### src/rtl/iomem_pkg.sv
// Shared widths, decode field and FSM encoding for the picosoc iomem crossbar.
package iomem_pkg;

  localparam int IOMEM_AW = 32;
  localparam int IOMEM_DW = 32;
  localparam int DEC_MSB  = 31;
  localparam int DEC_LSB  = 24;
  localparam int DEC_W    = DEC_MSB - DEC_LSB + 1;

  localparam logic [IOMEM_DW-1:0] ERR_RDATA_DEFAULT = 32'hDEAD_BEEF;

  typedef enum logic [1:0] {
    ST_IDLE = 2'd0,
    ST_WAIT = 2'd1,
    ST_RESP = 2'd2,
    ST_ERR  = 2'd3
  } xbar_state_e;

endpackage

### src/rtl/iomem_addr_decode.sv
// Combinational slot decode on the address top byte; the lowest index wins when bases overlap.
module iomem_addr_decode
  import iomem_pkg::*;
#(
  parameter int                        NUM_SLAVES = 4,
  parameter logic [8*NUM_SLAVES-1:0]   SLAVE_BASE = {8'h06, 8'h05, 8'h04, 8'h03}
) (
  input  logic [DEC_W-1:0]      tag_i,
  output logic [NUM_SLAVES-1:0] hit_o,
  output logic                  miss_o
);

  // Scan from the top so a lower matching index overrides a higher one.
  always_comb begin
    hit_o = '0;
    for (int i = NUM_SLAVES - 1; i >= 0; i--) begin
      if (tag_i == SLAVE_BASE[8*i +: 8]) begin
        hit_o    = '0;
        hit_o[i] = 1'b1;
      end
    end
  end

  assign miss_o = ~|hit_o;

endmodule

### src/rtl/iomem_xbar.sv
// iomem decoder/arbiter: one outstanding request, registered responses, decode and timeout errors.
module iomem_xbar
  import iomem_pkg::*;
#(
  parameter int                      NUM_SLAVES     = 4,
  parameter logic [8*NUM_SLAVES-1:0] SLAVE_BASE     = {8'h06, 8'h05, 8'h04, 8'h03},
  parameter int                      TIMEOUT_CYCLES = 255,
  parameter logic [IOMEM_DW-1:0]     ERR_RDATA      = ERR_RDATA_DEFAULT
) (
  input  logic                           clk_i,
  input  logic                           resetn_i,
  input  logic                           m_valid_i,
  output logic                           m_ready_o,
  input  logic [3:0]                     m_wstrb_i,
  input  logic [IOMEM_AW-1:0]            m_addr_i,
  input  logic [IOMEM_DW-1:0]            m_wdata_i,
  output logic [IOMEM_DW-1:0]            m_rdata_o,
  output logic [NUM_SLAVES-1:0]          s_valid_o,
  input  logic [NUM_SLAVES-1:0]          s_ready_i,
  input  logic [IOMEM_DW*NUM_SLAVES-1:0] s_rdata_i,
  output logic [3:0]                     s_wstrb_o,
  output logic [IOMEM_AW-1:0]            s_addr_o,
  output logic [IOMEM_DW-1:0]            s_wdata_o,
  input  logic                           err_clr_i,
  output logic                           err_flag_o,
  output logic [IOMEM_AW-1:0]            err_addr_o
);

  localparam int TW = (TIMEOUT_CYCLES > 0) ? $clog2(TIMEOUT_CYCLES + 1) : 1;
  localparam logic [TW-1:0] TC = (TIMEOUT_CYCLES > 0) ? TW'(TIMEOUT_CYCLES - 1) : '0;

  xbar_state_e             state_q;
  logic [NUM_SLAVES-1:0]   sel_q;
  logic [NUM_SLAVES-1:0]   s_valid_q;
  logic                    m_ready_q;
  logic [IOMEM_DW-1:0]     m_rdata_q;
  logic [TW-1:0]           timer_q;
  logic [TW-1:0]           timer_d;
  logic                    skip_q;
  logic                    err_flag_q;
  logic [IOMEM_AW-1:0]     err_addr_q;

  logic [NUM_SLAVES-1:0]   dec_hit;
  logic                    dec_miss;
  logic                    sel_ready;
  logic [IOMEM_DW-1:0]     sel_rdata;

  iomem_addr_decode #(
    .NUM_SLAVES (NUM_SLAVES),
    .SLAVE_BASE (SLAVE_BASE)
  ) u_decode (
    .tag_i  (m_addr_i[DEC_MSB:DEC_LSB]),
    .hit_o  (dec_hit),
    .miss_o (dec_miss)
  );

  assign sel_ready = |(s_ready_i & sel_q);

  always_comb begin
    sel_rdata = '0;
    for (int i = 0; i < NUM_SLAVES; i++) begin
      if (sel_q[i]) sel_rdata = sel_rdata | s_rdata_i[IOMEM_DW*i +: IOMEM_DW];
    end
  end

  // Saturating so a disabled timeout never wraps.
  assign timer_d = (&timer_q) ? timer_q : timer_q + TW'(1);

  always_ff @(posedge clk_i or negedge resetn_i) begin
    if (!resetn_i) begin
      state_q    <= ST_IDLE;
      sel_q      <= '0;
      s_valid_q  <= '0;
      m_ready_q  <= 1'b0;
      m_rdata_q  <= '0;
      timer_q    <= '0;
      skip_q     <= 1'b0;
      err_flag_q <= 1'b0;
      err_addr_q <= '0;
    end else begin
      m_ready_q <= 1'b0;
      if (err_clr_i) err_flag_q <= 1'b0;
      case (state_q)
        ST_IDLE: begin
          timer_q <= '0;
          skip_q  <= 1'b0;
          // picorv32 still shows valid in the cycle after a response; skip_q masks it.
          if (m_valid_i && !skip_q) begin
            if (dec_miss) begin
              state_q   <= ST_ERR;
              m_ready_q <= 1'b1;
              m_rdata_q <= ERR_RDATA;
            end else begin
              state_q   <= ST_WAIT;
              sel_q     <= dec_hit;
              s_valid_q <= dec_hit;
            end
          end
        end
        ST_WAIT: begin
          if (!m_valid_i) begin
            state_q   <= ST_IDLE;
            s_valid_q <= '0;
            timer_q   <= '0;
          end else if (sel_ready) begin
            state_q   <= ST_RESP;
            s_valid_q <= '0;
            m_ready_q <= 1'b1;
            m_rdata_q <= sel_rdata;
          end else if ((TIMEOUT_CYCLES != 0) && (timer_q == TC)) begin
            state_q   <= ST_ERR;
            s_valid_q <= '0;
            m_ready_q <= 1'b1;
            m_rdata_q <= ERR_RDATA;
          end else begin
            timer_q <= timer_d;
          end
        end
        ST_RESP: begin
          state_q <= ST_IDLE;
          skip_q  <= 1'b1;
          timer_q <= '0;
        end
        ST_ERR: begin
          state_q    <= ST_IDLE;
          skip_q     <= 1'b1;
          timer_q    <= '0;
          err_flag_q <= 1'b1;
          err_addr_q <= m_addr_i;
        end
        default: state_q <= ST_IDLE;
      endcase
    end
  end

  assign m_ready_o  = m_ready_q;
  assign m_rdata_o  = m_rdata_q;
  assign s_valid_o  = s_valid_q;
  assign s_wstrb_o  = m_wstrb_i;
  assign s_addr_o   = m_addr_i;
  assign s_wdata_o  = m_wdata_i;
  assign err_flag_o = err_flag_q;
  assign err_addr_o = err_addr_q;

endmodule

### config.mk
export PLATFORM = sky130hd
export DESIGN_NAME = iomem_xbar
export DESIGN_NICKNAME = d
export VERILOG_FILES = /design/src/rtl/iomem_pkg.sv /design/src/rtl/iomem_addr_decode.sv /design/src/rtl/iomem_xbar.sv
export SDC_FILE = /design/constraint.sdc
export NUM_CORES = 1
export LEC_CHECK = 0
export BUFFER_PORTS_ARGS = -buffer_cell sky130_fd_sc_hd__buf_2
export CORE_AREA = 5 5 131 133
export CTS_BUF_LIST = sky130_fd_sc_hd__clkbuf_8
export DETAILED_ROUTE_END_ITERATION = 10
export DIE_AREA = 0 0 136 138
export GPL_TIMING_DRIVEN = 0
export PLACE_DENSITY = 0.67
export SYNTH_ARGS = -nofsm -noshare
export SYNTH_HDL_FRONTEND = slang
export SYNTH_SLANG_ARGS = --single-unit
### constraint.sdc
create_clock -name clk_i -period 3.1 [get_ports clk_i]
set_clock_uncertainty 0.1 [all_clocks]
set_input_delay 0.31 -clock clk_i [delete_from_list [all_inputs] [get_ports clk_i]]
set_output_delay 0.31 -clock clk_i [all_outputs]
set_load 0.01 [all_outputs]
; ---- After elaboration in Yosys (flattened, before gate mapping)
; Cells that the tools add are included.
[classes]
reduce_logical = 16
addsub = 1
n_bitwise = 4
eq_ne = 17
muxes = 40
[op_table]
columns = cell, count
row1 = 2-to-1 mux 32 bit, 9
row2 = OR 32 bit, 3
row3 = one-hot mux 32 bit (2 select lines), 1
row4 = 2-to-1 mux 4 bit, 9
row5 = 2-to-1 mux 8 bit, 4
row6 = equality test 8 x 3 -> 1 bit (second input constant), 3
row7 = one-hot mux 8 bit (2 select lines), 1
row8 = != test 3 bit (second input constant), 4
row9 = 2-to-1 mux 2 bit, 5
row10 = adder 8 x 1 -> 8 bit (second input constant), 1
row11 = equality test 8 x 2 -> 1 bit (second input constant), 1
row12 = equality test 8 bit (second input constant), 1
row13 = one-hot mux 4 bit (2 select lines), 1
row14 = AND reduction 8 bit, 1
row15 = OR reduction 4 bit, 2
row16 = 2-to-1 mux 1 bit, 7
row17 = != test 2 bit (second input constant), 3
row18 = one-hot mux 2 bit (3 select lines), 1
row19 = AND reduction 3 bit, 2
row20 = nonzero test 2 bit, 3
row21 = AND reduction 5 bit, 1
row22 = AND 4 bit, 1
row23 = equality test 2 bit (second input constant), 2
row24 = != test 4 bit (second input constant), 1
row25 = other kinds (10), 11
[totals]
input_bits = 204
wordCells = 87
regBits = 85
output_inout_bits = 138

; ---- Longest topological paths before layout
; Gate-level depths: netlist of the first run.
[logic_depth]
ltp_word = 10
ltp_mapped = 8
ltp_nobuf = 7

; ---- By module
; From an unflattened synthesis of the first run, not the netlist that was laid out.
[hier_totals]
hier_cells = 425
area_unflattened_um2 = 4662.0
[modules_own_cells]
columns = mod, cells_per_inst, n_inst, seq_area_each_um2, area_each_um2
row1 = iomem_xbar, 415, 1, 2127.0, 4580.6
row2 = iomem_addr_decode, 10, 1, 0.0, 81.3

; ---- Worst setup path before layout of the first run
; Ideal clock, no wire load.
[synth_path]
path_kind = register to register
start = register sel_q[0]
end = register m_rdata_q[0], in the netlist m_rdata_o[0]
slack_ns = 1.164
arrival_time_ns = 1.711
n_path_buf = 2
synth_period_minus_slack_ns = 1.936
path_stages_with_launch = 8
required_ns = 2.875
setup_ns = 0.125
path_cell_list = dfrtp_1 > buf_6 > a22oi_4 > nand2_4 > nor2_2 > a2bb2oi_4 > buf_12 > mux2_4
[synth_between]
elab_chain_cells = 10
word_cells_on_any_way = 14
cone_classes = eq/ne: 1 / mux: 7 / bitwise: 4 / reduce/logical: 2
[synth_rtl]
columns = item, line_no
row1 = from (decl), iomem_xbar.sv:33  ; logic [NUM_SLAVES-1:0] sel_q;
row2 = from (signal assigned), iomem_xbar.sv:95  ; sel_q <= dec_hit;
row3 = 2-to-1 mux 32 bit, iomem_xbar.sv:62  ; if (sel_q[i]) sel_rdata = sel_rdata | s_rdata_i[IOMEM_DW*i +: IOMEM_DW];
row4 = OR 32 bit, iomem_xbar.sv:62
row5 = 2-to-1 mux 32 bit, iomem_xbar.sv:62
row6 = OR 32 bit, iomem_xbar.sv:62
row7 = 2-to-1 mux 32 bit, iomem_xbar.sv:62
row8 = OR 32 bit, iomem_xbar.sv:62
row9 = 2-to-1 mux 32 bit, iomem_xbar.sv:62
row10 = 2-to-1 mux 32 bit, iomem_xbar.sv:105  ; end else if (sel_ready) begin
row11 = 2-to-1 mux 32 bit, iomem_xbar.sv:101  ; if (!m_valid_i) begin
row12 = one-hot mux 32 bit (2 select lines), iomem_xbar.sv:83  ; case (state_q)
row13 = to (signal assigned), iomem_xbar.sv:109  ; m_rdata_q <= sel_rdata;
row14 = to (decl), iomem_xbar.sv:36  ; logic [IOMEM_DW-1:0] m_rdata_q;
; Parallel ways exist; a longest one is shown, timed or not. The select of a mux whose other input is x is not followed.
; A chain may end at the register's enable or synchronous reset.

; ---- Final worst setup path of the first run
[layout_path]
start = register sel_q[3]
end = register m_rdata_q[11], in the netlist m_rdata_o[11]
[layout_between]
elab_chain_cells = 5
word_cells_on_any_way = 8
cone_classes = eq/ne: 1 / mux: 4 / bitwise: 1 / reduce/logical: 2
[layout_rtl]
columns = item, line_no
row1 = AND 4 bit, iomem_xbar.sv:57  ; assign sel_ready = |(s_ready_i & sel_q);
row2 = OR reduction 4 bit, iomem_xbar.sv:57
row3 = 2-to-1 mux 32 bit, iomem_xbar.sv:105
row4 = 2-to-1 mux 32 bit, iomem_xbar.sv:101
row5 = one-hot mux 32 bit (2 select lines), iomem_xbar.sv:83
; Parallel ways exist; a longest one is shown, timed or not. The select of a mux whose other input is x is not followed.

==> metrics.txt, run 1 <==
clock transition at the registers of the reported paths=90 ps; Yosys Warn Count=0; XOR/XNOR share of the synthesized area=0.0143; max_slew headroom=0.500; initial antenna violation count=1; fmax=0.458 GHz; CTS max path bufs=2; hpwl dp=13.9 mm; WL final=17.1 mm; Hold WC Path Type=in -> reg; Filler cells=1,526; Final Hold Viols=0; IO buf count=303; Die Y=138 µm; Post-Syn Instances=431; flop2flop setup slack=910 ps; largest family of logic cells by synthesized area=multiplexers; routability cong.=0.807; 1st-iter DRT viols=165; largest area contributor in the netlist=dfrtp_1; Seq cells post-synth=85; CTS root buf=clkbuf_8; total iterations of the first detailed-routing run=4; Initial Util=0.311; std cell rows=46; count of cell types in the netlist=43; commonest non-fill, non-tap cell in the layout=buf_2; floorplan core area=0.0157 mm²; CP max FO=10; proportion of synthesized area in mux cells=0.169; most common flop cell mapped by yosys=dfrtp_1; Layout Nets=954; post-cts resize count=0; Die Area=0.0188 mm²; clk sinks=85; H-tree depth=3; most frequent cells in the layout=buf_2, dfrtp_1, buf_4, a22oi_1, mux2_2; Top Family by Delay on Critical Path=compound AO/OA/AOI/OAI gates; WP buf/inv=2; Clock Latency Late Sink=380 ps; top cell type's share of synthesized area=0.435; die width=136 µm; Hold WS=83.0 ps; Total Routing Usage GR=0.176; Simple-Gate Fraction of Synth Area=0.0866; crit share post-route=0.705; Final TNS setup=0 ps; setup violators final=0; final core occ=0.443; Overflow after GRT=0; Post-synth EDFFs=0; via count=4,475; pwr dens=639 mW/mm²; first-pass GRT wire length=25.8 mm; final max-slew violation count=0; Max-cap violations=0; Cell Area, Synth=0.00488 mm²; Avg Cell Area, Syn=11.3 µm²; share of cells above drive strength 1=0.629; Crit Path Class=reg -> reg; Worst Tran Pin Value=750 ps; Post-Syn Nets=637; CTS tree=yes; pre-CTS WS=907 ps; compound-gate portion of the synthesized area=0.142; Critical Path RT=3240 ps; n_diodes=0; crit-path max cell delay=370 ps; TritonCTS Buffers=9; IO Pins=342; sequential cell area fraction in the yosys report=0.435; Post-Synth Adder-Cell Area=0.00512; P&R area growth vs syn=42.5%; Slowest cell on crit path=a2bb2oi_4; vias in the first global route=4,759; CP Cell Sequence=buf_2 -> a22oi_4 -> nand2_4 -> nor2_2 -> a2bb2oi_4 -> buf_12 -> mux2_4; fin crit period=2190 ps; Design Power=4.45 mW; DRC violation count after routing=0; largest net degree at the start of global routing=55; maximum VDD drop=323 µV; status=finished clean; Post-synth ARST share=1.00; crit path DAT=2330 ps; WL/cell=17.7 µm; top area cells in the synthesized netlist=dfrtp_1, buf_4, a22oi_1; Lkg Pwr=3.45 nW; PnR worst setup slack=914 ps; Critical Path Start Type=register; Final ANT Viol Nets=0; crit end category=register; RSZ-0062 raised after global routing=no; via/cell ratio=4.62
[worst reg2reg max path, cell delays in order (launching register included)]
cell       delay (ps)
dfrtp_1           360
buf_2             210
a22oi_4           230
nand2_4           120
nor2_2            150
a2bb2oi_4         370
buf_12            220
mux2_4            310
[synthesized netlist by cell type (2+ instances only)]
master / number
nand3_1: 31
a22oi_1: 64
buf_6: 2
mux2_4: 28
inv_1: 8
xnor2_1: 8
buf_2: 6
nor3b_1: 2
nor2_1: 13
a22oi_4: 2
nor4_1: 4
mux2_2: 36
a31oi_1: 2
dfrtp_1: 85
clkbuf_1: 12
buf_12: 3
o21ai_0: 5
a21oi_1: 8
o31ai_1: 2
nand2_2: 2
nor3_1: 3
ha_1: 2
buf_4: 69
nand2_1: 12
buf_1: 4
[sequential cells by signal, indices dropped and copies added, names as in the netlist]
name,flops
m_rdata_o,32
state_q,2
timer_q,8
sel_q,4
skip_q,1
s_valid_o,4
m_ready_o,1
err_flag_o,1
err_addr_o,32
[power breakdown]
part | internal (mW) | switching [mW]
combinational | 0.956 | 0.874
clock | 0.493 | 0.453
sequential | 1.47 | 0.200
[cell families (layout without fill, tap and decap cells)]
group / Yosys count / count (layout)
buffers and inverters: 104 / 426
AOI/OAI and AO/OA: 90 / 90
DFF: 85 / 85
and+or+nand+nor: 78 / 78
muxes: 64 / 64
xor gates and xnor gates: 8 / 8
adders and majority gates: 2 / 2
[worst paths after layout]
path	from	endpoint	cells past startpoint
max in group asynchronous	resetn_i	err_addr_o[7]	3
max	sel_q[3]	m_rdata_o[11]	7
min reg2reg	err_addr_o[6]	err_addr_o[6]	1
min in group asynchronous	resetn_i	m_rdata_o[20]	2
max reg2reg	sel_q[3]	m_rdata_o[11]	7
min	m_addr_i[20]	err_addr_o[20]	2
[what timing repair did]
item	4_1_cts	5_1_grt
endpoints found under the setup margin	0	0
hold buffers	2	0
endpoints found under the hold margin	32	0
setup buffers	0	0
[through the flow]
step / std cells / area [µm²]
floorplan: 431 / 4880
global placement: 950 / 6670
detailed placement: 951 / 6700
CTS: 969 / 6960
global route: 969 / 6960
finish: 969 / 6960
[routing by layer]
| metal | GRT usage | wire length, µm |
|---|---|---|
| met5 | 0 | 7 |
| met4 | 0.0584 | 244 |
| met3 | 0.0512 | 1580 |
| met2 | 0.314 | 8580 |
| met1 | 0.200 | 6720 |
[layout make-up]
type / instances / area (µm²) / area share
sequential: 85 / 2130 / 0.306
clock inverter: 6 / 100 / 0.0144
buffer: 96 / 691 / 0.0992
inverter: 8 / 30.0 / 0.00431
multi-input combinational: 242 / 2040 / 0.293
tap: 216 / 270 / 0.0388
timing repair buffer: 306 / 1570 / 0.225
clock buffer: 10 / 138 / 0.0198
(Power assumes the default switching activity.)
==> run 2, diff against run 1 <==
ABC_AREA = 1   (was unset)
CORE_AREA = 5 5 130 132   (was 5 5 131 133)
DIE_AREA = 0 0 135 137   (was 0 0 136 138)
PLACE_DENSITY = 0.71   (was 0.67)
clock period = 1.86 ns   (was 3.1 ns; I/O delays follow)
==> metrics.txt, run 2 <==
status=finished clean (unchanged); floorplan core area=0.0156 mm² (was 0.0157 mm²); Post-synth ARST share=1.00 (unchanged); Post-synth EDFFs=0 (unchanged); setup violators final=0 (unchanged); Top Family by Delay on Critical Path=buffers and inverters (was compound AO/OA/AOI/OAI gates); largest area contributor in the netlist=dfrtp_1 (unchanged); Critical Path Start Type=input pin (was register); via count=5,255 (was 4,475); Avg Cell Area, Syn=8.00 µm² (was 11.3 µm²); largest net degree at the start of global routing=52 (was 55); Die Y=137 µm (was 138 µm); sequential cell area fraction in the yosys report=0.429 (was 0.435); dpl cell area=0.00679 mm² (was 0.00670 mm²); commonest non-fill, non-tap cell in the layout=buf_2 (unchanged); Max-cap violations=0 (unchanged); std cell rows=46 (unchanged); die width=135 µm (was 136 µm); most frequent cells in the layout=buf_2, nand2_1, dfrtp_1, buf_4, dlygate4sd3_1 (was buf_2, dfrtp_1, buf_4, a22oi_1, mux2_2); P&R area growth vs syn=48.9% (was 42.5%); initial antenna violation count=4 (was 1); final max-slew violation count=0 (unchanged); PnR worst setup slack=74.1 ps (was 914 ps); via/cell ratio=4.40 (was 4.62); Lkg Pwr=4.02 nW (was 3.45 nW); Crit Path Class=in -> reg (was reg -> reg); RSZ-0062 raised after global routing=yes (was no); Overflow after GRT=0 (unchanged); most common flop cell mapped by yosys=dfrtp_1 (unchanged); crit path DAT=1980 ps (was 2330 ps); WL/cell=14.9 µm (was 17.7 µm); Hold WC Path Type=in -> reg (unchanged); Worst Tran Pin Value=574 ps (was 750 ps); final core occ=0.473 (was 0.443); Clock Latency Late Sink=360 ps (was 380 ps); Post-Syn Nets=826 (was 637); DRC violation count after routing=0 (unchanged); clock transition at the registers of the reported paths=90 ps (about the same); 1st-iter DRT viols=216 (was 165); Yosys Warn Count=0 (unchanged); pwr dens=998 mW/mm² (was 639 mW/mm²); count leader, synth=nand2_1 (was dfrtp_1); CTS tree=yes (unchanged); total iterations of the first detailed-routing run=4 (unchanged); crit end category=register (unchanged); commonest cells in the netlist=nand2_1, dfrtp_1, buf_4, mux2_2, a221oi_1 (was dfrtp_1, buf_4, a22oi_1, mux2_2, nand3_1); fmax=0.560 GHz; Hold WS=31.3 ps (was 83.0 ps); WP buf/inv=4 (was 2); Cell Area, Synth=0.00496 mm² (was 0.00488 mm²); Total Routing Usage GR=0.183 (was 0.176); share of cells above drive strength 1=0.470 (was 0.629); IO buf count=305 (was 303); top area cells in the synthesized netlist=dfrtp_1, nand2_1, buf_4 (was dfrtp_1, buf_4, a22oi_1); Final ANT Viol Nets=0 (unchanged); Design Power=7.37 mW (was 4.45 mW); first-pass GRT wire length=26.4 mm (was 25.8 mm); hpwl dp=13.9 mm (about the same); IO Pins=342 (unchanged); fin cells=1,194 (was 969); TritonCTS Buffers=9 (unchanged); post-route cell area=0.00738 mm² (was 0.00696 mm²); Initial Util=0.318 (was 0.311); CTS max path bufs=2 (unchanged); vias in the first global route=5,140 (was 4,759); CP max FO=10 (unchanged); count of cell types in the netlist=30 (was 43); WL final=17.8 mm (was 17.1 mm); CTS root buf=clkbuf_8 (unchanged); Layout Nets=1,176 (was 954); Critical Path RT=2060 ps (was 3240 ps); crit share post-route=0.960; Die Area=0.0185 mm² (was 0.0188 mm²); pre-CTS WS=-20.0 ps (was 907 ps); H-tree depth=3 (unchanged); Final Hold Viols=0 (unchanged); DP Cell Count=1,142 (was 951); maximum VDD drop=451 µV (was 323 µV); Final TNS setup=0 ps (unchanged); crit-path max cell delay=530 ps (was 370 ps); routability cong.=0.813 (was 0.807); Seq cells post-synth=85 (unchanged); max_slew headroom=0.618 (was 0.500); fin crit period=1790 ps; clk sinks=85 (unchanged); Slowest cell on crit path=dlygate4sd3_1 (was a2bb2oi_4); CP Cell Sequence=dlygate4sd3_1 -> buf_2 -> nor2_1 -> nand2_2 -> nor2_2 -> nor2_1 -> nand3_2 -> nand2_8 -> inv_4 -> buf_6 -> nand2_1 -> nand2_1 (was buf_2 -> a22oi_4 -> nand2_4 -> nor2_2 -> a2bb2oi_4 -> buf_12 -> mux2_4); Post-Syn Instances=620 (was 431); top cell type's share of synthesized area=0.429 (was 0.435)
## run 2: cell count changes after synthesis, moves of 11 or more
cell      previous run  this run
a221oi_1             1        24
mux2_4              28         0
nand4_1              0        11
nand2_1             12       273
inv_1                8        19
nand3_1             31        20
a22oi_1             64         0
## run 2: worst paths after layout
kind	endpoint	slack, ps	start	depth (start not counted)
setup / recovery	m_rdata_o[3]	70	m_addr_i[29]	12
hold / removal	m_rdata_o[12]	30	s_rdata_i[44]	5
setup reg to reg	m_rdata_o[10]	130	sel_q[1]	9
hold reg to reg	m_rdata_o[16]	370	m_rdata_o[16]	2
max in group asynchronous	err_addr_o[30]	820	resetn_i	3
min in group asynchronous	m_rdata_o[20]	210	resetn_i	2
## run 2: final cells by class
type	count	area, µm²
diodes	3	7.51
plain buffers	96	679
clock buffers	11	151
clock inverters	5	81.3
fillers	1563	8210
inverters	24	92.6
multi-input cells	415	2090
flip-flops and latches	85	2130
well taps	216	270
repair buffers	339	1880
## run 2: where the power goes
part	internal [mW]	switching [mW]	total, mW
Sequential	2.53	0.329	2.86
Combinational	1.38	1.60	2.98
Clock	0.833	0.699	1.53
Total	4.75	2.62	7.37
## run 2: cell families after synthesis
logic type,count (synthesis),synth area share
adders and majority gates,2,0.00505
xor gates and xnor gates,3,0.00530
DFF,85,0.429
and+or+nand+nor,341,0.282
muxes,30,0.0681
buffers and inverters,120,0.153
AOI/OAI and AO/OA,39,0.0575
## run 2: timing repair
item,in CTS,in global routing
hold buffers,32,0
setup buffers,0,1
endpoints found under the setup margin,9,28
resized for setup,1,14
endpoints found under the hold margin,65,0
## run 2: worst register-to-register path: stages (launching register included)
cell and delay, ps:
dfrtp_1 320, buf_2 190, nand2_1 70, nand2_1 120, nor2_4 70, nor2_2 250, buf_2 310, nand2_1 90
nand2_1 70, nand2_1 50
## run 2: routing by layer
layer | up-vias | GRT usage | part of all wire
met5 | - | 0 | 0.0015
met4 | 4 | 0.0465 | 0.013
met3 | 21 | 0.0577 | 0.077
met2 | 197 | 0.330 | 0.52
met1 | 2400 | 0.210 | 0.39
li1 | 2633 | - | -
==> run 3, diff against run 2 <==
ABC_CLOCK_PERIOD_IN_PS = 1860   (was unset)
CORE_AREA = 2 2 134 136   (was 5 5 130 132)
DIE_AREA = 0 0 136 138   (was 0 0 135 137)
PLACE_DENSITY = 0.65   (was 0.71)
==> metrics.txt, run 3 (same netlist as run 2, synthesis figures left out) <==
status=finished clean (unchanged); Crit Path Class=in -> reg (unchanged); CTS max path bufs=2 (unchanged); crit path DAT=1970 ps (was 1980 ps); dpl cell area=0.00680 mm² (was 0.00679 mm²); initial antenna violation count=1 (was 4); IO Pins=342 (unchanged); IO buf count=305 (unchanged); Critical Path Start Type=input pin (unchanged); CTS tree=yes (unchanged); CP max FO=10 (unchanged); Final Hold Viols=0 (unchanged); commonest non-fill, non-tap cell in the layout=buf_2 (unchanged); Die Y=138 µm (was 137 µm); die width=136 µm (was 135 µm); most frequent cells in the layout=buf_2, nand2_1, dfrtp_1, buf_4, dlygate4sd3_1 (unchanged); floorplan core area=0.0175 mm² (was 0.0156 mm²); final max-slew violation count=0 (unchanged); Critical Path RT=2060 ps (about the same); Final TNS setup=0 ps (unchanged); fin crit period=1770 ps (was 1790 ps); DRC violation count after routing=0 (unchanged); clk sinks=85 (unchanged); post-route cell area=0.00743 mm² (was 0.00738 mm²); Final ANT Viol Nets=0 (unchanged); fmax=0.565 GHz (was 0.560 GHz); maximum VDD drop=421 µV (was 451 µV); Total Routing Usage GR=0.174 (was 0.183); crit share post-route=0.951 (was 0.960); WL/cell=14.2 µm (was 14.9 µm); TritonCTS Buffers=9 (unchanged); Worst Tran Pin Value=607 ps (was 574 ps); via/cell ratio=4.41 (was 4.40); WL final=17.1 mm (was 17.8 mm); Hold WS=30.6 ps (was 31.3 ps); pre-CTS WS=-60.8 ps (was -20.0 ps); vias in the first global route=4,866 (was 5,140); fin cells=1,207 (was 1,194); CTS root buf=clkbuf_8 (unchanged); max_slew headroom=0.595 (was 0.618); H-tree depth=3 (unchanged); hpwl dp=13.3 mm (was 13.9 mm); Hold WC Path Type=in -> reg (unchanged); 1st-iter DRT viols=232 (was 216); Overflow after GRT=0 (unchanged); share of cells above drive strength 1=0.477 (was 0.470); Design Power=7.15 mW (was 7.37 mW); total iterations of the first detailed-routing run=4 (unchanged); routability cong.=0.808 (was 0.813); clock transition at the registers of the reported paths=90 ps (about the same); Layout Nets=1,178 (was 1,176); DP Cell Count=1,155 (was 1,142); Clock Latency Late Sink=370 ps (was 360 ps); pwr dens=963 mW/mm² (was 998 mW/mm²); setup violators final=0 (unchanged); P&R area growth vs syn=49.8% (was 48.9%); PnR worst setup slack=90.3 ps (was 74.1 ps); std cell rows=49 (was 46); first-pass GRT wire length=25.4 mm (was 26.4 mm); via count=5,323 (was 5,255); Lkg Pwr=4.03 nW (was 4.02 nW); Max-cap violations=0 (unchanged); final core occ=0.424 (was 0.473); crit end category=register (unchanged); Initial Util=0.283 (was 0.318); largest net degree at the start of global routing=49 (was 52); Die Area=0.0188 mm² (was 0.0185 mm²)
==> run 3: changes by cell type in the layout (fill, tap and decap cells not counted), moves of 2 or more <==
| cell | change |
|---|---|
| buf_4 | +2 |
| bufinv_16 | -2 |
| clkbuf_2 | +2 |
| clkinv_4 | +2 |
| diode_2 | -2 |
| nor2_1 | -4 |
| nor2_2 | -4 |
| nor2_4 | +8 |
==> run 3: repair_timing <==
action | 4_1_cts | 5_1_grt
endpoints found under the setup margin | 10 | 42
endpoints found under the hold margin | 68 | 0
pin swaps | 0 | 5
buffers inserted | 0 | 3
hold buffers | 32 | 0
resized for setup | 1 | 29
==> run 3: worst max-delay path: stages <==
cell and delay (ps):
dlygate4sd3_1 550, buf_2 160, nor2_2 160, nand2_4 120
nor2_4 140, nor2_4 60, nand3_4 100, nand2_8 100
inv_4 110, buf_6 160, nand2_1 60, nand2_1 60
==> run 3: layout make-up <==
| class | instances | area (µm²) |
|---|---|---|
| Multi-Input combinational cell | 415 | 2150 |
| Tap cell | 229 | 287 |
| Antenna cell | 1 | 2.50 |
| Sequential cell | 85 | 2130 |
| Clock buffer | 11 | 151 |
| Buffer | 96 | 678 |
| Clock inverter | 5 | 35.0 |
| Inverter | 24 | 92.6 |
| Fill cell | 1838 | 10100 |
| Timing Repair Buffer | 341 | 1900 |
==> run 3: report_power, final <==
group          leakage (nW)  switching (mW)  internal, mW
clock                0.0953           0.700         0.558
combinational          2.89            1.61          1.41
sequential             1.04           0.346          2.53
==> run 3: path summary, 6_finish.rpt <==
path                                from             to  slack, ps  cells after the start
setup reg to reg                sel_q[1]  m_rdata_o[23]        110                     11
max in group asynchronous       resetn_i     timer_q[4]        770                      3
setup / recovery            m_addr_i[31]  m_rdata_o[23]         90                     12
min in group asynchronous       resetn_i  err_addr_o[1]        220                      2
hold / removal             s_rdata_i[35]   m_rdata_o[3]         30                      5
hold reg to reg             s_valid_o[1]   s_valid_o[1]        370                      2
==> run 3: layer usage <==
layer	vias up	part of all wire	global-route usage
met2	225	0.49	0.295
met1	2436	0.41	0.215
li1	2632	-	-
met5	-	0	0
met3	30	0.077	0.0396
met4	0	0.026	0.0592
